==> config.mk <==
export PLATFORM = sky130hd
export DESIGN_NAME = muldiv_issue
export DESIGN_NICKNAME = d
export VERILOG_FILES = /design/src/rtl/muldiv_pkg.sv /design/src/rtl/muldiv_decode.sv /design/src/rtl/muldiv_issue.sv
export SDC_FILE = /design/constraint.sdc
export NUM_CORES = 1
export LEC_CHECK = 0
export CAP_MARGIN = 20
export CORE_MARGIN = 2
export CORE_UTILIZATION = 45
export DETAILED_ROUTE_END_ITERATION = 10
export HOLD_SLACK_MARGIN = 0.12
export PLACE_DENSITY_LB_ADDON = 0.12
export SYNTH_ARGS = -nofsm -noshare
export SYNTH_HDL_FRONTEND = slang
export SYNTH_HIERARCHICAL = 1
export SYNTH_SLANG_ARGS = --single-unit
==> constraint.sdc <==
create_clock -name clk_i -period 4.34 [get_ports clk_i]
set_clock_uncertainty 0.1 [all_clocks]
set_input_delay 0.651 -clock clk_i [delete_from_list [all_inputs] [get_ports clk_i]]
set_output_delay 0.651 -clock clk_i [all_outputs]
set_load 0.005 [all_outputs]
==> src/rtl/muldiv_pkg.sv <==
// Shared constants and types for the M-extension issue path: opcode/funct fields,
// one-hot operation indices and the issue FSM states.
package muldiv_pkg;

  localparam logic [6:0] OPC_OP        = 7'b0110011;
  localparam logic [6:0] FUNCT7_MULDIV = 7'b0000001;

  typedef enum logic [2:0] {
    F3_MUL    = 3'd0,
    F3_MULH   = 3'd1,
    F3_MULHSU = 3'd2,
    F3_MULHU  = 3'd3,
    F3_DIV    = 3'd4,
    F3_DIVU   = 3'd5,
    F3_REM    = 3'd6,
    F3_REMU   = 3'd7
  } funct3_e;

  localparam int unsigned IDX_MUL    = 0;
  localparam int unsigned IDX_MULH   = 1;
  localparam int unsigned IDX_MULHSU = 2;
  localparam int unsigned IDX_MULHU  = 3;
  localparam int unsigned IDX_DIV    = 4;
  localparam int unsigned IDX_DIVU   = 5;
  localparam int unsigned IDX_REM    = 6;
  localparam int unsigned IDX_REMU   = 7;

  typedef enum logic [1:0] {
    S_IDLE,
    S_ISSUE,
    S_WAIT,
    S_WB
  } state_e;

endpackage

==> src/rtl/muldiv_decode.sv <==
// Combinational RV32M decoder: flags legal MUL/DIV ops and produces the one-hot
// operation select consumed by the multiplier/divider.
module muldiv_decode
  import muldiv_pkg::*;
(
  input  logic [31:0] instr_i,
  output logic        legal_o,
  output logic [7:0]  onehot_o
);

  funct3_e f3;
  logic    unused_fields;

  // Register specifiers are not part of the decode.
  assign unused_fields = ^{instr_i[24:15], instr_i[11:7]};

  always_comb begin
    f3       = funct3_e'(instr_i[14:12]);
    legal_o  = (instr_i[6:0] == OPC_OP) && (instr_i[31:25] == FUNCT7_MULDIV);
    onehot_o = '0;
    if (legal_o) begin
      case (f3)
        F3_MUL:    onehot_o[IDX_MUL]    = 1'b1;
        F3_MULH:   onehot_o[IDX_MULH]   = 1'b1;
        F3_MULHSU: onehot_o[IDX_MULHSU] = 1'b1;
        F3_MULHU:  onehot_o[IDX_MULHU]  = 1'b1;
        F3_DIV:    onehot_o[IDX_DIV]    = 1'b1;
        F3_DIVU:   onehot_o[IDX_DIVU]   = 1'b1;
        F3_REM:    onehot_o[IDX_REM]    = 1'b1;
        F3_REMU:   onehot_o[IDX_REMU]   = 1'b1;
        default:   onehot_o             = '0;
      endcase
    end
  end

endmodule

==> src/rtl/muldiv_issue.sv <==
// Single-entry issue stage for the multiplier/divider: accepts one instruction,
// issues it, waits (with timeout) for the result and holds it for writeback.
module muldiv_issue
  import muldiv_pkg::*;
#(
  parameter int unsigned TIMEOUT_CYCLES = 64
) (
  input  logic        clk_i,
  input  logic        rst_i,

  input  logic        in_valid_i,
  output logic        in_ready_o,
  input  logic [31:0] in_instr_i,
  input  logic [31:0] in_ra_i,
  input  logic [31:0] in_rb_i,

  output logic        md_valid_o,
  output logic [7:0]  md_inst_o,
  output logic [31:0] md_operand_ra_o,
  output logic [31:0] md_operand_rb_o,
  input  logic        md_stall_i,
  input  logic        md_ready_i,
  input  logic [31:0] md_result_i,

  output logic        wb_valid_o,
  input  logic        wb_ready_i,
  output logic [4:0]  wb_rd_o,
  output logic [31:0] wb_result_o,
  output logic        wb_illegal_o,
  output logic        wb_timeout_o
);

  localparam int unsigned CNT_W = ($clog2(TIMEOUT_CYCLES) > 6) ? $clog2(TIMEOUT_CYCLES) : 6;
  localparam logic [CNT_W-1:0] CNT_LAST = CNT_W'(TIMEOUT_CYCLES - 1);

  state_e           state_q;
  logic [CNT_W-1:0] cnt_q;
  logic [7:0]       onehot_q;
  logic [31:0]      ra_q;
  logic [31:0]      rb_q;
  logic [4:0]       rd_q;
  logic [31:0]      result_q;
  logic             illegal_q;
  logic             timeout_q;

  logic             dec_legal;
  logic [7:0]       dec_onehot;

  muldiv_decode u_decode (
    .instr_i  (in_instr_i),
    .legal_o  (dec_legal),
    .onehot_o (dec_onehot)
  );

  always_ff @(posedge clk_i) begin
    if (rst_i) begin
      state_q   <= S_IDLE;
      cnt_q     <= '0;
      onehot_q  <= '0;
      ra_q      <= '0;
      rb_q      <= '0;
      rd_q      <= '0;
      result_q  <= '0;
      illegal_q <= 1'b0;
      timeout_q <= 1'b0;
    end else begin
      case (state_q)
        S_IDLE: begin
          if (in_valid_i) begin
            onehot_q  <= dec_onehot;
            ra_q      <= in_ra_i;
            rb_q      <= in_rb_i;
            rd_q      <= in_instr_i[11:7];
            result_q  <= '0;
            timeout_q <= 1'b0;
            illegal_q <= ~dec_legal;
            state_q   <= dec_legal ? S_ISSUE : S_WB;
          end
        end
        S_ISSUE: begin
          if (!md_stall_i) begin
            cnt_q   <= '0;
            state_q <= S_WAIT;
          end
        end
        S_WAIT: begin
          // A result arriving in the final counted cycle takes priority over the timeout.
          if (md_ready_i) begin
            result_q <= md_result_i;
            state_q  <= S_WB;
          end else if (cnt_q == CNT_LAST) begin
            result_q  <= '1;
            timeout_q <= 1'b1;
            state_q   <= S_WB;
          end else begin
            cnt_q <= cnt_q + CNT_W'(1);
          end
        end
        S_WB: begin
          if (wb_ready_i) state_q <= S_IDLE;
        end
        default: state_q <= S_IDLE;
      endcase
    end
  end

  // Handshake strobes are gated by reset so nothing is offered while it is asserted.
  always_comb begin
    in_ready_o      = (state_q == S_IDLE) && !rst_i;
    md_valid_o      = (state_q == S_ISSUE) && !md_stall_i && !rst_i;
    md_inst_o       = md_valid_o ? onehot_q : '0;
    md_operand_ra_o = md_valid_o ? ra_q : '0;
    md_operand_rb_o = md_valid_o ? rb_q : '0;
    wb_valid_o      = (state_q == S_WB) && !rst_i;
    wb_rd_o         = rd_q;
    wb_result_o     = result_q;
    wb_illegal_o    = illegal_q;
    wb_timeout_o    = timeout_q;
  end

endmodule

==> results.cfg, run 1 <==
[die]
die_area_sq_um = 12700
io_pins = 248
start_util_pct = 46.2
rows = 39
die_x_microns = 113
core_sq_um = 11500
die_y_microns = 113

[route]
vias_per_cell = 5.27
drt.antenna.violating_nets = 0
dr.first_iter.drc_count = 401
wire_per_inst_microns = 15.3
wl_microns = 15800
first_pass_iters = 5
route.detailed.drc = 0
vias = 5413

[yosys]
yosys_warnings = 6
avgSynthCellArea_sq_um = 7.95
synth.distinct_cells = 44
ys_ff_latch = 119
synth_nets = 806
synth-edff-count = 0
synth-async-reset-ratio_pct = 0
synthCells = 667
netlist_area_sq_um = 5300
synth_seq_area_share_pct = 44.9
ys.flop_type = dfxtp_1

[clock_network]
postCtsSetupBuffers = 0
cts_resized = 0
cts.sink_count = 119
cts_max_path_buffers = 2
ctsHoldBuffers = 0
clock-root-buffer = clkbuf_16
clk_pin_slew_ns = 0.05
clock_latency_ns = 0.40
tritoncts = built
h-tree-depth = 4
cts_buffers = 17

[timing]
hold_viol = 0
final-setup-viol-count = 0
rsz0062_at_grt = false
final_max_slew_viol_count = 0
tns_ns = 0
finalCritPeriodShare_pct = 73.2
maxSlewHeadroom_pct = 31.0
min_period_ns = 3.18
tightest_slew_ns = 1.03
max_freq_ghz = 0.315
fin_ws_ns = 1.16

[cells_and_area]
final_util_pct = 71.8
ff_latch_area_sq_um = 2380
multiInputGateArea_sq_um = 2630
nFillCells = 908
final_layout_size_suffix_gt1_share_pct = 6.10
final_common_cell = clkdlybuf4s50_1
synthToLayoutAreaGrowth_pct = 55.4
final_cell_mix = 236 x clkdlybuf4s50_1, 161 x nand2_1, 119 x dfxtp_1, 115 x a21oi_1, 72 x and2_1
fin_cells = 1028
fin_nets = 1012
num_antenna_cells = 0

[grt]
grt_pass1_vias = 5294
antenna_found_initial = 0
grt_max_degree = 71
overflow = 0
grt_pass1_wl_microns = 25200
grt_usage_pct = 24.3

[worst_setup_path]
critPathKind = in -> out
worstPathRequired_ns = 3.59
cp_max_fo = 45
worstPathArrival_ns = 2.43
r2r_start = state_q[0]
worst_setup_path_start_kind = primary input
cp-end-kind = output port
r2r_cells = 7
ff2ff_setup_slack_ns = 1.77
critPathLaunch = md_stall_i
endpoint = md_operand_rb_o[3]
r2r-end = state_q[0]

[status]
status = complete, no violations

[place]
gp_congestion = 0.821
hpwlAfterDp_microns = 10700
dp.cells = 997
port_buffers = 237
place_ws_ns = 1.14

[job]
max-cap-violations = 0

[min_path]
hold_path_class = reg -> reg
hold_start = rb_q[21]

[power]
leakagePower_nw = 2.93
vdd_ir_drop_max_uv = 372
powerDensity_nw_per_um2 = 476
[logic make-up (layout without fill, tap and decap cells)]
group / count (synthesis) / in the layout / share of synthesized area (%)
adder cells (fa/ha/maj): 5 / 5 / 1.18
multiplexers: 1 / 1 / 0.189
flip-flops: 119 / 119 / 44.9
AND/OR/NAND/NOR: 275 / 275 / 25.5
AO/OA/AOI/OAI: 201 / 201 / 22.6
buffers and inverters: 66 / 284 / 5.59
[critical path: stages]
cell,delay [ns]
clkdlybuf4s50_1,0.48
nor3b_4,0.21
buf_4,0.36
and2_1,0.19
clkdlybuf4s50_1,0.52
[metal layers]
metal | track usage [%] | part of all wire (%)
met5 | 0 | 0
met1 | 28.8 | 41
met2 | 41.3 | 50
met4 | 7.89 | 1.5
met3 | 8.37 | 7.6
[report_power, final]
part	leakage, nW	internal, W	switching (W)
Sequential	0.971	0.00128	0.0000866
Combinational	1.68	0.000542	0.000715
Clock	0.271	0.000839	0.000465
Total	2.93	0.00266	0.00127
[state kept, by name (all words and copies together), names as in the netlist]
signal        cells
wb_rd_o           5
cnt_q             6
wb_illegal_o      1
onehot_q          8
state_q           2
wb_timeout_o      1
ra_q             32
wb_result_o      32
rb_q             32
[worst min-delay path by stage]
stage | end | slack, ns | depth (start not counted)
finish | rb_q[21] | 0.35 | 2
global route | rb_q[29] | 0.37 | 2
CTS | rb_q[21] | 0.35 | 2
detailed placement | rb_q[21] | 0.34 | 2
global placement | rb_q[1] | 0.34 | 2
floorplan | onehot_q[0] | 0.33 | 2
[Yosys cell counts (all sizes together), types with 2 or more instances]
cell | n | area share (%)
nand2b | 3 | 0.35
a211oi | 4 | 0.57
inv | 7 | 0.50
nor2 | 11 | 0.78
o211ai | 3 | 0.68
nand3 | 3 | 0.28
nand4 | 2 | 0.47
buf | 24 | 2.6
or3 | 3 | 0.35
and4 | 2 | 0.38
ha | 5 | 1.2
o2111ai | 32 | 5.3
nor4 | 2 | 0.80
o21ai | 40 | 3.9
clkbuf | 35 | 2.5
nor3b | 2 | 0.38
nand2 | 164 | 12
and2 | 73 | 8.6
a21oi | 115 | 11
dfxtp | 119 | 45
a31oi | 2 | 0.24
nor3 | 4 | 0.38
[through the flow]
| stage | hold slack, ns | area (sq um) | total power (W) |
|---|---|---|---|
| finish | 0.349 | 8240 | 0.00392 |
| global route | 0.368 | 8240 | 0.00415 |
| CTS | 0.350 | 8240 | 0.00395 |
| detailed placement | 0.343 | 7680 | 0.00264 |
| global placement | 0.337 | 7650 | 0.00255 |
| floorplan | 0.332 | 5300 | 0.00214 |
[final cells by class]
cell class                 count  share of cell area, %
tap                          143                   2.17
inverter                       7                  0.319
clock buffer                  23                   5.92
sequential                   119                   28.9
multi-input combinational    482                   32.0
clock inverter                 8                  0.881
timing repair buffer         246                   29.8
Note: power is estimated with default switching activity, not from simulation.
==> run 2, diff against run 1 <==
- CORE_UTILIZATION: 45 -> 41
- clock period: 4.34 -> 3.3 ns (I/O delays scaled with it)
==> run 2 against run 1 <==
Compared with the run above:
- non-clock buffer count is 4 higher
- via count is 0.44% lower
- die area is 9.4% higher
- power is 36% higher
- sequential cell count stayed put
- global-route usage is 2.0 points lower
- critical endpoint is now md_inst_o[0]
- wire length is 0.48% lower
- critical path depth is 1 higher
- critical path type is now reg -> out
- combinational power is 34% higher
- clock power is 44% higher
- sequential share of layout area is 0.48 points lower
- sequential power is 32% higher
==> results.cfg, run 2 (synthesis gave the netlist of run 1 again) <==
[status]
status = complete, no violations

[clock_network]
clock-root-buffer = clkbuf_16
tritoncts = built
postCtsSetupBuffers = 0
h-tree-depth = 4
cts_resized = 0
clk_pin_slew_ns = 0.05
ctsHoldBuffers = 0
cts_buffers = 17
cts_max_path_buffers = 2
cts.sink_count = 119
clock_latency_ns = 0.41

[timing]
finalCritPeriodShare_pct = 90.1
final-setup-viol-count = 0
tightest_slew_ns = 0.784
final_max_slew_viol_count = 0
tns_ns = 0
max_freq_ghz = 0.336
min_period_ns = 2.97
rsz0062_at_grt = false
hold_viol = 0
maxSlewHeadroom_pct = 47.5

[route]
wire_per_inst_microns = 14.8
wl_microns = 15700
first_pass_iters = 4
drt.antenna.violating_nets = 0
vias = 5389
dr.first_iter.drc_count = 284
vias_per_cell = 5.08
route.detailed.drc = 0

[worst_setup_path]
r2r-end = wb_result_o[17]
ff2ff_setup_slack_ns = 1.00
worstPathArrival_ns = 2.38
r2r_cells = 8
cp_max_fo = 73
worst_setup_path_start_kind = flop
critPathKind = reg -> out
r2r_start = state_q[0]
cp-end-kind = output port
worstPathRequired_ns = 2.70

[die]
die_y_microns = 118
start_util_pct = 42.0
die_area_sq_um = 13900
io_pins = 248
core_sq_um = 12600
die_x_microns = 118
rows = 41

[job]
max-cap-violations = 0

[cells_and_area]
num_antenna_cells = 0
fin_area_sq_um = 8380
fin_nets = 1016
final_common_cell = clkdlybuf4s50_1
fin_cells = 1061
final_cell_mix = 236 x clkdlybuf4s50_1, 161 x nand2_1, 119 x dfxtp_1, 115 x a21oi_1, 72 x and2_1
synthToLayoutAreaGrowth_pct = 58.0
nFillCells = 1079
final_layout_size_suffix_gt1_share_pct = 6.64

[place]
dpl_cell_area_sq_um = 7770
hpwlAfterDp_microns = 10800
gp_congestion = 0.783
dp.cells = 1030
port_buffers = 237

[min_path]
hold_end = onehot_q[1]
hold_start = onehot_q[1]
hold_path_class = reg -> reg
holdPathStages = 2

[grt]
grt_pass1_wl_microns = 25300
grt_pass1_vias = 5107
grt_max_degree = 74
overflow = 0
antenna_found_initial = 0
grt_usage_pct = 22.3

[power]
vdd_ir_drop_max_uv = 461
leakagePower_nw = 2.98
powerDensity_nw_per_um2 = 639
run 2: cell types whose count changed in the layout (fill, tap and decap cells not counted):
| cell | before | now |
|---|---|---|
| buf_12 | 0 | 2 |
| buf_4 | 9 | 11 |
| bufinv_16 | 1 | 3 |
| clkinvlp_4 | 3 | 1 |
| clkbuf_1 | 2 | 1 |
| clkinv_2 | 4 | 5 |
run 2: final cells by class:
type / instances / area, sq um / share of cell area [%]
multi-input cells: 482 / 2630 / 31.4
repair buffers: 250 / 2510 / 30.0
flip-flops and latches: 119 / 2380 / 28.4
clock buffers: 22 / 484 / 5.78
well taps: 172 / 215 / 2.57
clock inverters: 9 / 123 / 1.46
inverters: 7 / 26.3 / 0.314
run 2: worst max path at each step:
stage / depth (start not counted) / to / from
after floorplan: 5 / md_inst_o[0] / state_q[1]
after global placement: 5 / md_inst_o[0] / md_stall_i
after detailed placement: 5 / md_inst_o[0] / md_stall_i
after CTS: 6 / md_inst_o[0] / state_q[1]
after global routing: 6 / md_operand_ra_o[14] / state_q[1]
final: 6 / md_inst_o[0] / state_q[1]
run 2: worst max-delay path, stage by stage, from the launching register on:
cell             delay (ns)
dfxtp_1                0.34
inv_1                  0.09
ha_1                   0.27
nor3b_4                0.26
buf_12                 0.25
and2_1                 0.17
clkdlybuf4s50_1        0.54
run 2: power by group:
part	switching (W)	internal, W	total [W]
clock network	0.000617	0.00125	0.00187
registers	0.000110	0.00168	0.00179
logic	0.000946	0.000745	0.00169
total	0.00167	0.00368	0.00535
run 2: metal layers:
| layer | vias to the layer above | share of wire, % | global-route usage, % |
|---|---|---|---|
| li1 | 2696 | - | - |
| met1 | 2479 | 42 | 26.1 |
| met2 | 186 | 47 | 37.1 |
| met3 | 28 | 8.0 | 8.19 |
| met4 | 0 | 2.5 | 8.96 |
| met5 | - | 0 | 0 |
run 2: per-stage QoR:
step | setup WS, ns | hold WS [ns] | utilization (%) | total power [W]
after detailed placement | 0.504 | 0.342 | 61.6 | 0.00351
after CTS | 0.317 | 0.350 | 66.4 | 0.00540
after global placement | 0.516 | 0.337 | 61.4 | 0.00340
after global routing | 0.202 | 0.365 | 66.4 | 0.00566
final | 0.326 | 0.347 | 66.4 | 0.00535
after floorplan | 1.32 | 0.332 | - | 0.00282
==> run 3, diff against run 2 <==
- CAP_MARGIN: 20 -> 25
- SYNTH_HIERARCHICAL: 1 -> not set
==> run 3 against run 2 <==
Compared with the run above:
- final cell count fell by 1.0%
- largest cell class unchanged
- highest routed layer unchanged
- critical path depth did not move
- first-iteration DRC count rose by 17%
- power fell by 5.8%
- design area fell by 1.9%
- synthesized cell count fell by 1.6%
- area after synthesis fell by 2.5%
- wire length fell by 0.28%
- fmax rose by 3.1%
- hold slack got worse by 0.00057 ns
- critical path type unchanged
- clock power fell by 9.6%
- register-to-register slack improved by 0.11 ns
==> results.cfg, run 3 <==
[yosys]
synth_seq_area_share_pct = 46.1
netlist_area_sq_um = 5170
yosys.area_share.simple_pct = 25.4
synth.distinct_cells = 36
synth-xor-area-share_pct = 0
synth.most_common_cell = nand2_1
synthMuxAreaShare_pct = 0.218
synth_top_area_share_pct = 46.1
synth_top_area_cell = dfxtp_1
avgSynthCellArea_sq_um = 7.88
synthCells = 656
synth_fa_ha_area_share_pct = 1.21
synth_compound_area_share_pct = 22.4
synth_top_family_by_area = simple AND/OR/NAND/NOR gates
ys_top_cells_by_area = dfxtp_1 46%, nand2_1 11%, a21oi_1 11%, and2_1 8.8%, o2111ai_1 5.6%
yosys_warnings = 0
synth-edff-count = 0
synth_nets = 795
synth-async-reset-ratio_pct = 0
ys_ff_latch = 119
ys.flop_type = dfxtp_1
synth.top_cells.by_count = 154 x nand2_1, 119 x dfxtp_1, 109 x a21oi_1

[route]
vias = 5395
drt.antenna.violating_nets = 0
dr.first_iter.drc_count = 333
vias_per_cell = 5.14
wl_microns = 15700
route.detailed.drc = 0
wire_per_inst_microns = 14.9
first_pass_iters = 4

[timing]
final-setup-viol-count = 0
final_max_slew_viol_count = 0
max_freq_ghz = 0.347
hold_viol = 0
min_period_ns = 2.88
rsz0062_at_grt = false
tns_ns = 0
maxSlewHeadroom_pct = 49.7
tightest_slew_ns = 0.755
finalCritPeriodShare_pct = 87.4

[cells_and_area]
final_cell_mix = 236 x clkdlybuf4s50_1, 153 x nand2_1, 119 x dfxtp_1, 109 x a21oi_1, 72 x and2_1
final_util_pct = 65.9
fin_nets = 1005
final_common_cell = clkdlybuf4s50_1
final_layout_size_suffix_gt1_share_pct = 5.47
fin_area_sq_um = 8210
synthToLayoutAreaGrowth_pct = 59.0
num_antenna_cells = 0
nFillCells = 1081

[status]
status = complete, no violations

[min_path]
hold_start = ra_q[15]
hold_path_class = reg -> reg

[grt]
antenna_found_initial = 0
grt_usage_pct = 22.6
grt_pass1_wl_microns = 24400
grt_max_degree = 74
grt_pass1_vias = 5029
overflow = 0

[clock_network]
ctsHoldBuffers = 0
clk_pin_slew_ns = 0.05
clock_latency_ns = 0.40
h-tree-depth = 4
clock-root-buffer = clkbuf_16
cts_buffers = 17
cts.sink_count = 119
tritoncts = built
cts_max_path_buffers = 2
cts_resized = 0
postCtsSetupBuffers = 0

[die]
io_pins = 248
die_area_sq_um = 13500
core_sq_um = 12500
die_x_microns = 116
die_y_microns = 116
rows = 41
start_util_pct = 41.5

[job]
max-cap-violations = 0

[power]
leakagePower_nw = 2.94
vdd_ir_drop_max_uv = 425
powerDensity_nw_per_um2 = 614

[place]
hpwlAfterDp_microns = 10400
port_buffers = 237
gp_congestion = 0.835
dpl_cell_area_sq_um = 7660

[worst_setup_path]
worstPathArrival_ns = 2.29
cp-end-kind = output port
cp_max_fo = 73
ff2ff_setup_slack_ns = 1.11
worst_setup_path_start_kind = flop
worstPathRequired_ns = 2.70
critPathKind = reg -> out
r2r_start = state_q[0]
critPathLaunch = state_q[1]
## run 3: routing by layer
metal / global-route usage [%] / wire length [microns] / vias up
li1: - / - / 2675
met1: 27.5 / 6420 / 2498
met2: 36.1 / 7530 / 195
met3: 7.94 / 1360 / 27
met4: 10.2 / 349 / 0
met5: 0 / 0 / -
## run 3: cell type report
class / instances / area (sq um) / area share [%]
clock buffer: 29 / 541 / 6.58
clock inverter: 2 / 10.0 / 0.122
inverter: 6 / 22.5 / 0.274
multi-input combinational: 473 / 2560 / 31.1
sequential: 119 / 2380 / 29.0
tap: 172 / 215 / 2.62
timing repair buffer: 249 / 2480 / 30.3
## run 3: cell families after synthesis
logic type	after synthesis
multiplexers	1
buffers and inverters	64
flip-flops	119
adder cells (fa/ha/maj)	5
AND/OR/NAND/NOR	268
AO/OA/AOI/OAI	199
## run 3: stage by stage
| stage | worst slack, ns | total power (W) | instances | hold WS [ns] |
|---|---|---|---|---|
| global route | 0.272 | 0.00536 | 1050 | 0.364 |
| floorplan | 1.28 | 0.00271 | 656 | 0.327 |
| finish | 0.415 | 0.00504 | 1050 | 0.347 |
| global placement | 0.526 | 0.00334 | 1019 | 0.336 |
| detailed placement | 0.481 | 0.00338 | 1019 | 0.343 |
| CTS | 0.374 | 0.00509 | 1050 | 0.349 |
## run 3: worst paths after layout
kind / to / cells after the start
hold reg to reg: ra_q[15] / 2
hold / removal: ra_q[15] / 2
setup / recovery: md_inst_o[6] / 6
setup reg to reg: wb_result_o[16] / 7
## run 3: critical path, cell delays in order, from the launching register on
cell and delay [ns]:
dfxtp_1 0.33, inv_1 0.08, ha_1 0.21, nor3b_4 0.25, buf_12 0.26, and2_1 0.17
clkdlybuf4s50_1 0.54
## run 3: where the power goes
| part | total [W] | internal [W] | switching, W |
|---|---|---|---|
| sequential | 0.00179 | 0.00168 | 0.000110 |
| combinational | 0.00157 | 0.000674 | 0.000895 |
| clock | 0.00169 | 0.00109 | 0.000592 |
